--- config.mk ---
export PLATFORM = sky130hd
export DESIGN_NAME = instruction_fetch_stage
export DESIGN_NICKNAME = d
export VERILOG_FILES = /design/src/rtl/instruction_fetch_stage.sv
export SDC_FILE = /design/constraint.sdc
export NUM_CORES = 1
export LEC_CHECK = 0
export ABC_AREA = 1
export CAP_MARGIN = 0
export CORE_MARGIN = 10
export CORE_UTILIZATION = 50
export CTS_CLUSTER_DIAMETER = 120
export DETAILED_ROUTE_END_ITERATION = 10
export PLACE_DENSITY = 0.93
export RECOVER_POWER = 50
export SLEW_MARGIN = 10
export SYNTH_ARGS = -nofsm -noshare
export SYNTH_HDL_FRONTEND = slang
export SYNTH_SLANG_ARGS = --single-unit
--- constraint.sdc ---
create_clock -name clk -period 2 [get_ports clk]
set_clock_uncertainty 0.05 [all_clocks]
set_input_delay 0.5 -clock clk [delete_from_list [all_inputs] [get_ports clk]]
set_output_delay 0.5 -clock clk [all_outputs]
set_load 0.1 [all_outputs]
--- src/rtl/instruction_fetch_stage.sv ---
// rtl/instruction_fetch_stage.sv - IF stage: PC capture, imem req/ack read, IF/ID register with skid
//
// Runs one instruction-memory read per fetch. It captures the PC from the address
// generator, requests the word, and loads the IF/ID register. It also drives the
// generator's stall, so the PC moves only on acceptance or redirect.
//
// Parameters:
//   NOP_INSTR       bubble loaded into if_id_instr when IF/ID holds no instruction
//   TIMEOUT_CYCLES  max unacknowledged REQ/DROP cycles before a fault (FETCH_TIMEOUT_EN only)
//
// Optional feature macro: FETCH_TIMEOUT_EN (adds the request timeout and the fetch_fault port)
//
// Ports:
//   clk          in   clock, all state updates on posedge
//   rst          in   synchronous reset, active-low
//   pc_in        in   [31:0] current PC from the address generator
//   fetch_stall  out  address generator stall; 0 lets the PC update this edge
//   flush        in   one-cycle redirect pulse, coincident with the PC redirect
//   imem_req     out  read request, held until imem_ack
//   imem_addr    out  [31:0] read address, stable while imem_req is high
//   imem_ack     in   one-cycle acknowledge; imem_rdata valid in the same cycle
//   imem_rdata   in   [31:0] instruction word
//   stall_id     in   decode cannot accept; IF/ID must hold
//   fetch_fault  out  one-cycle timeout pulse (FETCH_TIMEOUT_EN only)
//   if_id_valid  out  IF/ID holds a real instruction
//   if_id_instr  out  [31:0] fetched instruction (NOP_INSTR when invalid)
//   if_id_pc     out  [31:0] PC of if_id_instr

module instruction_fetch_stage #(
  parameter logic [31:0] NOP_INSTR = 32'h0000_0013
`ifdef FETCH_TIMEOUT_EN
  , parameter int TIMEOUT_CYCLES = 16
`endif
) (
  input  logic        clk,
  input  logic        rst,
  input  logic [31:0] pc_in,
  output logic        fetch_stall,
  input  logic        flush,
  output logic        imem_req,
  output logic [31:0] imem_addr,
  input  logic        imem_ack,
  input  logic [31:0] imem_rdata,
  input  logic        stall_id,
`ifdef FETCH_TIMEOUT_EN
  output logic        fetch_fault,
`endif
  output logic        if_id_valid,
  output logic [31:0] if_id_instr,
  output logic [31:0] if_id_pc
);

  typedef enum logic [1:0] {
    S_LOAD = 2'd0,
    S_REQ  = 2'd1,
    S_HOLD = 2'd2,
    S_DROP = 2'd3
  } state_t;

  state_t      state_q;
  state_t      state_d;
  logic [31:0] addr_q;
  logic [31:0] skid_instr_q;
  logic [31:0] skid_pc_q;
  logic        slot_free;
  logic        timeout;

  assign imem_req  = (state_q == S_REQ) || (state_q == S_DROP);
  assign imem_addr = addr_q;
  assign slot_free = !if_id_valid || !stall_id;

`ifdef FETCH_TIMEOUT_EN
  localparam int CW = (TIMEOUT_CYCLES > 2) ? $clog2(TIMEOUT_CYCLES) : 1;
  localparam logic [CW-1:0] CNT_LAST = CW'(TIMEOUT_CYCLES - 1);

  logic [CW-1:0] cnt;

  assign timeout = imem_req && !imem_ack && (cnt == CNT_LAST);

  // The counter restarts whenever the state changes or no request is open, so
  // it always counts waiting cycles of the current REQ/DROP visit only.
  always_ff @(posedge clk) begin
    if (!rst) begin
      cnt         <= '0;
      fetch_fault <= 1'b0;
    end else begin
      fetch_fault <= timeout && !flush;
      if ((state_d != state_q) || !imem_req || imem_ack) begin
        cnt <= '0;
      end else begin
        cnt <= cnt + 1'b1;
      end
    end
  end
`else
  assign timeout = 1'b0;
`endif

  // Next state and generator stall. A flush always releases the PC; otherwise
  // the PC only moves when this stage hands an instruction to IF/ID.
  always_comb begin
    state_d     = state_q;
    fetch_stall = 1'b1;
    if (flush) begin
      fetch_stall = 1'b0;
      case (state_q)
        // An open request must still see its ack before a new one can issue.
        S_REQ:   state_d = imem_ack ? S_LOAD : S_DROP;
        S_DROP:  state_d = imem_ack ? S_LOAD : S_DROP;
        default: state_d = S_LOAD;
      endcase
    end else begin
      case (state_q)
        S_LOAD: state_d = S_REQ;
        S_REQ: begin
          if (imem_ack) begin
            state_d     = slot_free ? S_LOAD : S_HOLD;
            fetch_stall = !slot_free;
          end else if (timeout) begin
            state_d = S_LOAD;
          end
        end
        S_HOLD: begin
          if (!stall_id) begin
            state_d     = S_LOAD;
            fetch_stall = 1'b0;
          end
        end
        S_DROP: begin
          if (imem_ack || timeout) begin
            state_d = S_LOAD;
          end
        end
        default: state_d = S_LOAD;
      endcase
    end
  end

  always_ff @(posedge clk) begin
    if (!rst) begin
      state_q      <= S_LOAD;
      addr_q       <= '0;
      if_id_valid  <= 1'b0;
      if_id_instr  <= NOP_INSTR;
      if_id_pc     <= '0;
      skid_instr_q <= NOP_INSTR;
      skid_pc_q    <= '0;
    end else begin
      state_q <= state_d;

      // The PC is redirected on a flush edge, so capturing it then would be stale.
      if ((state_q == S_LOAD) && !flush) begin
        addr_q <= pc_in;
      end

      if (flush) begin
        if_id_valid  <= 1'b0;
        if_id_instr  <= NOP_INSTR;
        skid_instr_q <= NOP_INSTR;
        skid_pc_q    <= '0;
      end else if ((state_q == S_REQ) && imem_ack && slot_free) begin
        if_id_valid <= 1'b1;
        if_id_instr <= imem_rdata;
        if_id_pc    <= addr_q;
      end else if ((state_q == S_HOLD) && !stall_id) begin
        if_id_valid <= 1'b1;
        if_id_instr <= skid_instr_q;
        if_id_pc    <= skid_pc_q;
      end else begin
        if (!stall_id) begin
          if_id_valid <= 1'b0;
          if_id_instr <= NOP_INSTR;
        end
        // Decode is blocked, so the returning word parks in the skid entry.
        if ((state_q == S_REQ) && imem_ack) begin
          skid_instr_q <= imem_rdata;
          skid_pc_q    <= addr_q;
        end
      end
    end
  end

endmodule

# ---- Word level (Yosys, flattened, before mapping)
# Cells that the tools add are included.
dict set report classes {
  n_eq_ne 7
  muxes 20
  n_bitwise 4
  reduce_logical 17
}
# op count
set ops {}
lappend ops {{$mux 32} 5}
lappend ops {{$mux 2} 7}
lappend ops {{$ne 3x3->1 const B} 3}
lappend ops {{$pmux 2 s4} 1}
lappend ops {{$mux 1} 6}
lappend ops {{$reduce_and 3->1} 2}
lappend ops {{$eq 2x2->1 const B} 2}
lappend ops {{$logic_and 1x1->1} 4}
lappend ops {{$logic_not 1->1} 4}
lappend ops {{$not 1->1} 4}
lappend ops {{$reduce_or 2->1} 2}
lappend ops {{$ne 3x1->1 const B} 1}
lappend ops {{$eq 2x1->1 const B} 1}
lappend ops {{$logic_not 2->1} 1}
lappend ops {{$logic_or 1x1->1} 2}
lappend ops {{$pmux 1 s2} 1}
lappend ops {{$reduce_and 2->1} 1}
lappend ops {{$reduce_bool 2->1} 1}
dict set report totals {
  regBits 163
  output_inout_bits 99
  elab_cells 55
}

# ---- Logic depth before layout (Yosys ltp)
# Gate-level depths: netlist of the first run.
dict set report depth {
  word_depth 6
  depth_mapped 11
  depth_no_buf 10
}

# ---- Worst setup path before layout of the first run
# Ideal clock, no wire load.
dict set report synth_timing {
  path_type {register to output}
  start {reg if_id_valid}
  end {out fetch_stall}
  arrival_time_ps 2819
  t_required_ps 1450
  path_slack_ps -1369
  path_stages_with_launch 5
  path_buffers 0
  cell_sequence {dfxtp_1 > nand2_2 > inv_2 > o21ai_0 > a31oi_1}
}
dict set report synth_via {
  elab_chain_cells 6
}
# item line_no
set synth_lines {}
lappend synth_lines {{from (decl)} 48} ;# output logic if_id_valid,
lappend synth_lines {{from (signal assigned)} 143} ;# if_id_valid <= 1'b0;
lappend synth_lines {{from (signal assigned)} 157} ;# if_id_valid <= 1'b0;
lappend synth_lines {{from (signal assigned)} 162} ;# if_id_valid <= 1'b1;
lappend synth_lines {{$logic_not 1->1} 70} ;# assign slot_free = !if_id_valid || !stall_id;
lappend synth_lines {{$logic_or 1x1->1} 70}
lappend synth_lines {{$logic_not 1->1} 118} ;# fetch_stall = !slot_free;
lappend synth_lines {{$mux 1} 116} ;# if (imem_ack) begin
lappend synth_lines {{$pmux 1 s2} 113} ;# case (state_q)
lappend synth_lines {{$mux 1} 104} ;# if (flush) begin
lappend synth_lines {{to (decl)} 38} ;# output logic fetch_stall,
# No other way between the ends.

# ---- Final worst setup path of the first run
dict set report layout_timing {
  start {reg state_q[1]}
  end {out fetch_stall}
}
dict set report layout_via {
  elab_chain_cells 3
}
# item line_no
set layout_lines {}
lappend layout_lines {{from (decl)} 60} ;# state_t state_q;
lappend layout_lines {{from (signal assigned)} 149} ;# state_q <= state_d;
lappend layout_lines {{$eq 2x2->1 or $eq 2x1->1 (tied branches)} 113}
lappend layout_lines {{$pmux 1 s2 (*)} 113}
lappend layout_lines {{$mux 1 (*)} 104}
# Mark *: on every way between the ends. The rest lies on a longest branch, timed or not.

==> run metrics, run 1 <==
worst vdd ir=0.0006630 V; post-synthesis sequential area ratio=47.14%; Adder-Cell Fraction of Synth Area=1.085%; post-synthesis compound-gate area fraction=10.94%; worst path required time=1.45 ns; placed cell area=9859 µm²; Internal=0.006087 W; first-iteration detailed-routing DRC count=682; clk slew on worst S/H paths=0.06 ns; vias in the first global route=7086; Die Span Y=137.7 µm; IO buf count=167; share of layout cells above drive strength 1=16.32%; Final Max Slew Viols=0; failing checks=negative setup slack; fin crit share=104.8%; GP Congestion=0.8239; Worst EP arrival=1.55 ns; nets@finish=1251; Distinct cells, synth=22; initial antenna violation count=0; syn_area_per_cell=6.833 µm²; Psw=0.002626 W; Cell Chain, Critical Path=inv_6 > ha_4 > o21ai_4 > a31oi_4 > buf_12; gr usage total=23.36%; CTS root buf=clkbuf_16; cell accounting for the most synthesized area=dfxtp_1; Std-Cell Rows=42; Synth Cell Area=6922 µm²; CP Max Fanout=4; CTS sink cnt=163; Clock Path Buffers=2; Worst Tran Pin Value=0.5913 ns; sw frac=30.14%; sequential fraction of design power=39.4%; worst setup margin=-0.09585 ns; DRC errors left=0; Leak=4.075 nW; RSZ-0062 raised after global routing=true; combinational share of power=18.0%; final setup fails=2; Final ANT Viol Nets=0; core area=13400 µm²; die width=137.7 µm; drt wl/cell=16.63 µm; Skew-Pair Late Insertion Delay=0.43 ns; area grow syn2layout=33.30%; H-tree Lvls=4; maxcap violations=0; max incr delay on CP=0.38 ns; n_diodes=0; DRT Pass-1 Iters=6; Initial Util=51.65%; Setup crit start kind=flip-flop; fmax=477.1 MHz; WL final=22.70 mm; Crit. End Element=output port; Congestion Overflow GR=0; Slew headroom=60.74%; Final Power=0.008713 W; Synth area leaders=dfxtp_1 (47%), nand2_1 (17%), nor2_1 (9.1%); Hold-fix buffers, CTS=0; mux share of post-synthesis cell area=0%; Design Area, Final=9226 µm²; main combinational cell family by area after synthesis=simple AND/OR/NAND/NOR gates; first-pass GRT wire length=35.24 mm; status=finished with violations; DP HPWL=14.72 mm; # IOs=168; die area=18950 µm²; largest net degree at the start of global routing=65; number of vias per cell=5.182; CTS buffer count=17; syn nets=1088; critical path type=flip-flop to output port; Synth Area in XOR/XNOR=0%; Final Hold Fails=0; Multi-input gate area=2970 µm²; CTS tree=yes; register area=3274 µm²; clock power share=42.7%; Syn Inst Count=1013; area share of the largest cell type after synthesis=47.14%; vias post-DR=7073; final core utilization=68.85%; fillcell total=936; Power Density=944.4 nW/µm²; #FFs+latches synth=163; Final Critical Period=2.096 ns; worst hold path type=primary input to flip-flop; Slowest-stage cell, CP=dfxtp_4; yosys warns=0; post-synthesis simple-gate area fraction=29.83%
-- per-stage QoR --
stage / cells / hold slack (ns) / setup TNS, ns / setup WS (ns)
global route: 1365 / 0.3713 / -2.703 / -0.1464
global placement: 1326 / 0.4001 / -7.234 / -0.2046
floorplan: 1013 / 0.3867 / 0 / 0.04039
finish: 1365 / 0.3586 / -0.1295 / -0.09585
CTS: 1360 / 0.3428 / -0.08969 / -0.08969
detailed placement: 1326 / 0.4041 / -15.95 / -0.2825
-- synthesized netlist by cell type, drive strengths merged --
master	number
nand4	3
dfxtp	163
clkbuf	21
nand3	36
ha	6
o21ai	63
buf	39
a21oi	87
inv	104
nor2	169
nand2	320
clkinv	1
a31oi	1
-- worst paths after layout --
kind	startpoint	endpoint	slack [ns]	cells after the start
worst max register to register	state_q[1]	if_id_instr[25]	0.01	11
worst min-delay path	rst	state_q[1]	0.36	3
worst max-delay path	state_q[1]	fetch_stall	-0.1	5
worst min register to register	skid_pc_q[4]	skid_pc_q[4]	0.42	2
-- routing by layer --
metal | wire (µm) | part of all wire [%] | vias up | global-route usage (%)
li1 | - | - | 3438 | -
met1 | 8419 | 37 | 3257 | 24.49
met2 | 11310 | 50 | 329 | 40.61
met3 | 2376 | 10 | 49 | 9.323
met4 | 597 | 2.6 | 0 | 9.895
met5 | 0 | 0 | - | 0
-- power by group through the flow --
stage | clock network (W) | logic [W] | registers [W]
2_1_floorplan | 0 | 0.000385 | 0.00419
3_3_place_gp | 0 | 0.00178 | 0.00354
3_5_place_dp | 0 | 0.00181 | 0.00355
4_1_cts | 0.00375 | 0.00184 | 0.00348
5_1_grt | 0.00388 | 0.00165 | 0.00344
6_report | 0.00372 | 0.00157 | 0.00343
-- critical path: cells and delay by family (launching register included) --
| family | cells | cell delay (ns) |
|---|---|---|
| buffers and inverters | 2 | 0.28 |
| AO/OA/AOI/OAI | 2 | 0.28 |
| flip-flops | 1 | 0.38 |
| adder cells (fa/ha/maj) | 1 | 0.16 |
-- registers in the layout (all words and copies together) (netlist names) --
register      flops
if_id_instr      32
skid_instr_q     32
skid_pc_q        32
if_id_pc         32
if_id_valid       1
state_q           2
imem_addr        32
-- placed cells by master, fill, tap and decap left out, drive strengths merged, types with 3 or more instances in the layout --
cell type | Yosys | final
nor2 | 169 | 169
nand3 | 36 | 36
bufinv | 0 | 5
ha | 6 | 6
buf | 39 | 49
clkbuf | 21 | 109
clkinv | 1 | 3
clkdlybuf4s50 | 0 | 66
inv | 104 | 106
o21ai | 63 | 63
nand2 | 320 | 320
dfxtp | 163 | 163
nand4 | 3 | 3
a21oi | 87 | 87
-- area by class of cell --
class | instances | share of cell area, %
Inverter | 105 | 4.421
Multi-Input combinational cell | 685 | 32.19
Tap cell | 176 | 2.387
Clock inverter | 11 | 2.129
Timing Repair Buffer | 204 | 18.17
Clock buffer | 21 | 5.207
Sequential cell | 163 | 35.49
-- kinds of logic after synthesis --
kind of cell | count (synthesis)
adders and majority gates | 6
AOI/OAI and AO/OA | 151
and+or+nand+nor | 528
buffers and inverters | 165
DFF | 163
-- timing repair --
item	CTS	global route
setup buffers	2	5
setup endpoints to repair	2	2
resized for setup	18	8
cloned	0	0
pin swaps	2	4
(Power assumes the default switching activity.)
==> run 2, diff against run 1 <==
--- a/config.mk
+++ b/config.mk
@@ -10,6 +10,7 @@
 export CORE_MARGIN = 10
 export CORE_UTILIZATION = 50
 export CTS_CLUSTER_DIAMETER = 120
+export CTS_CLUSTER_SIZE = 25
 export DETAILED_ROUTE_END_ITERATION = 10
 export PLACE_DENSITY = 0.93
 export RECOVER_POWER = 50
==> results of run 2 <==
No change in the layout: final DEF, timing and power equal those of run 1.
==> run 3, diff against run 2 <==
--- a/config.mk
+++ b/config.mk
@@ -6,12 +6,12 @@
 export NUM_CORES = 1
 export LEC_CHECK = 0
 export ABC_AREA = 1
-export CAP_MARGIN = 0
 export CORE_MARGIN = 10
 export CORE_UTILIZATION = 50
 export CTS_CLUSTER_DIAMETER = 120
 export CTS_CLUSTER_SIZE = 25
 export DETAILED_ROUTE_END_ITERATION = 10
+export HOLD_SLACK_MARGIN = 0.03
 export PLACE_DENSITY = 0.93
 export RECOVER_POWER = 50
 export SLEW_MARGIN = 10
==> results of run 3 <==
No change in the layout: final DEF, timing and power equal those of run 1.
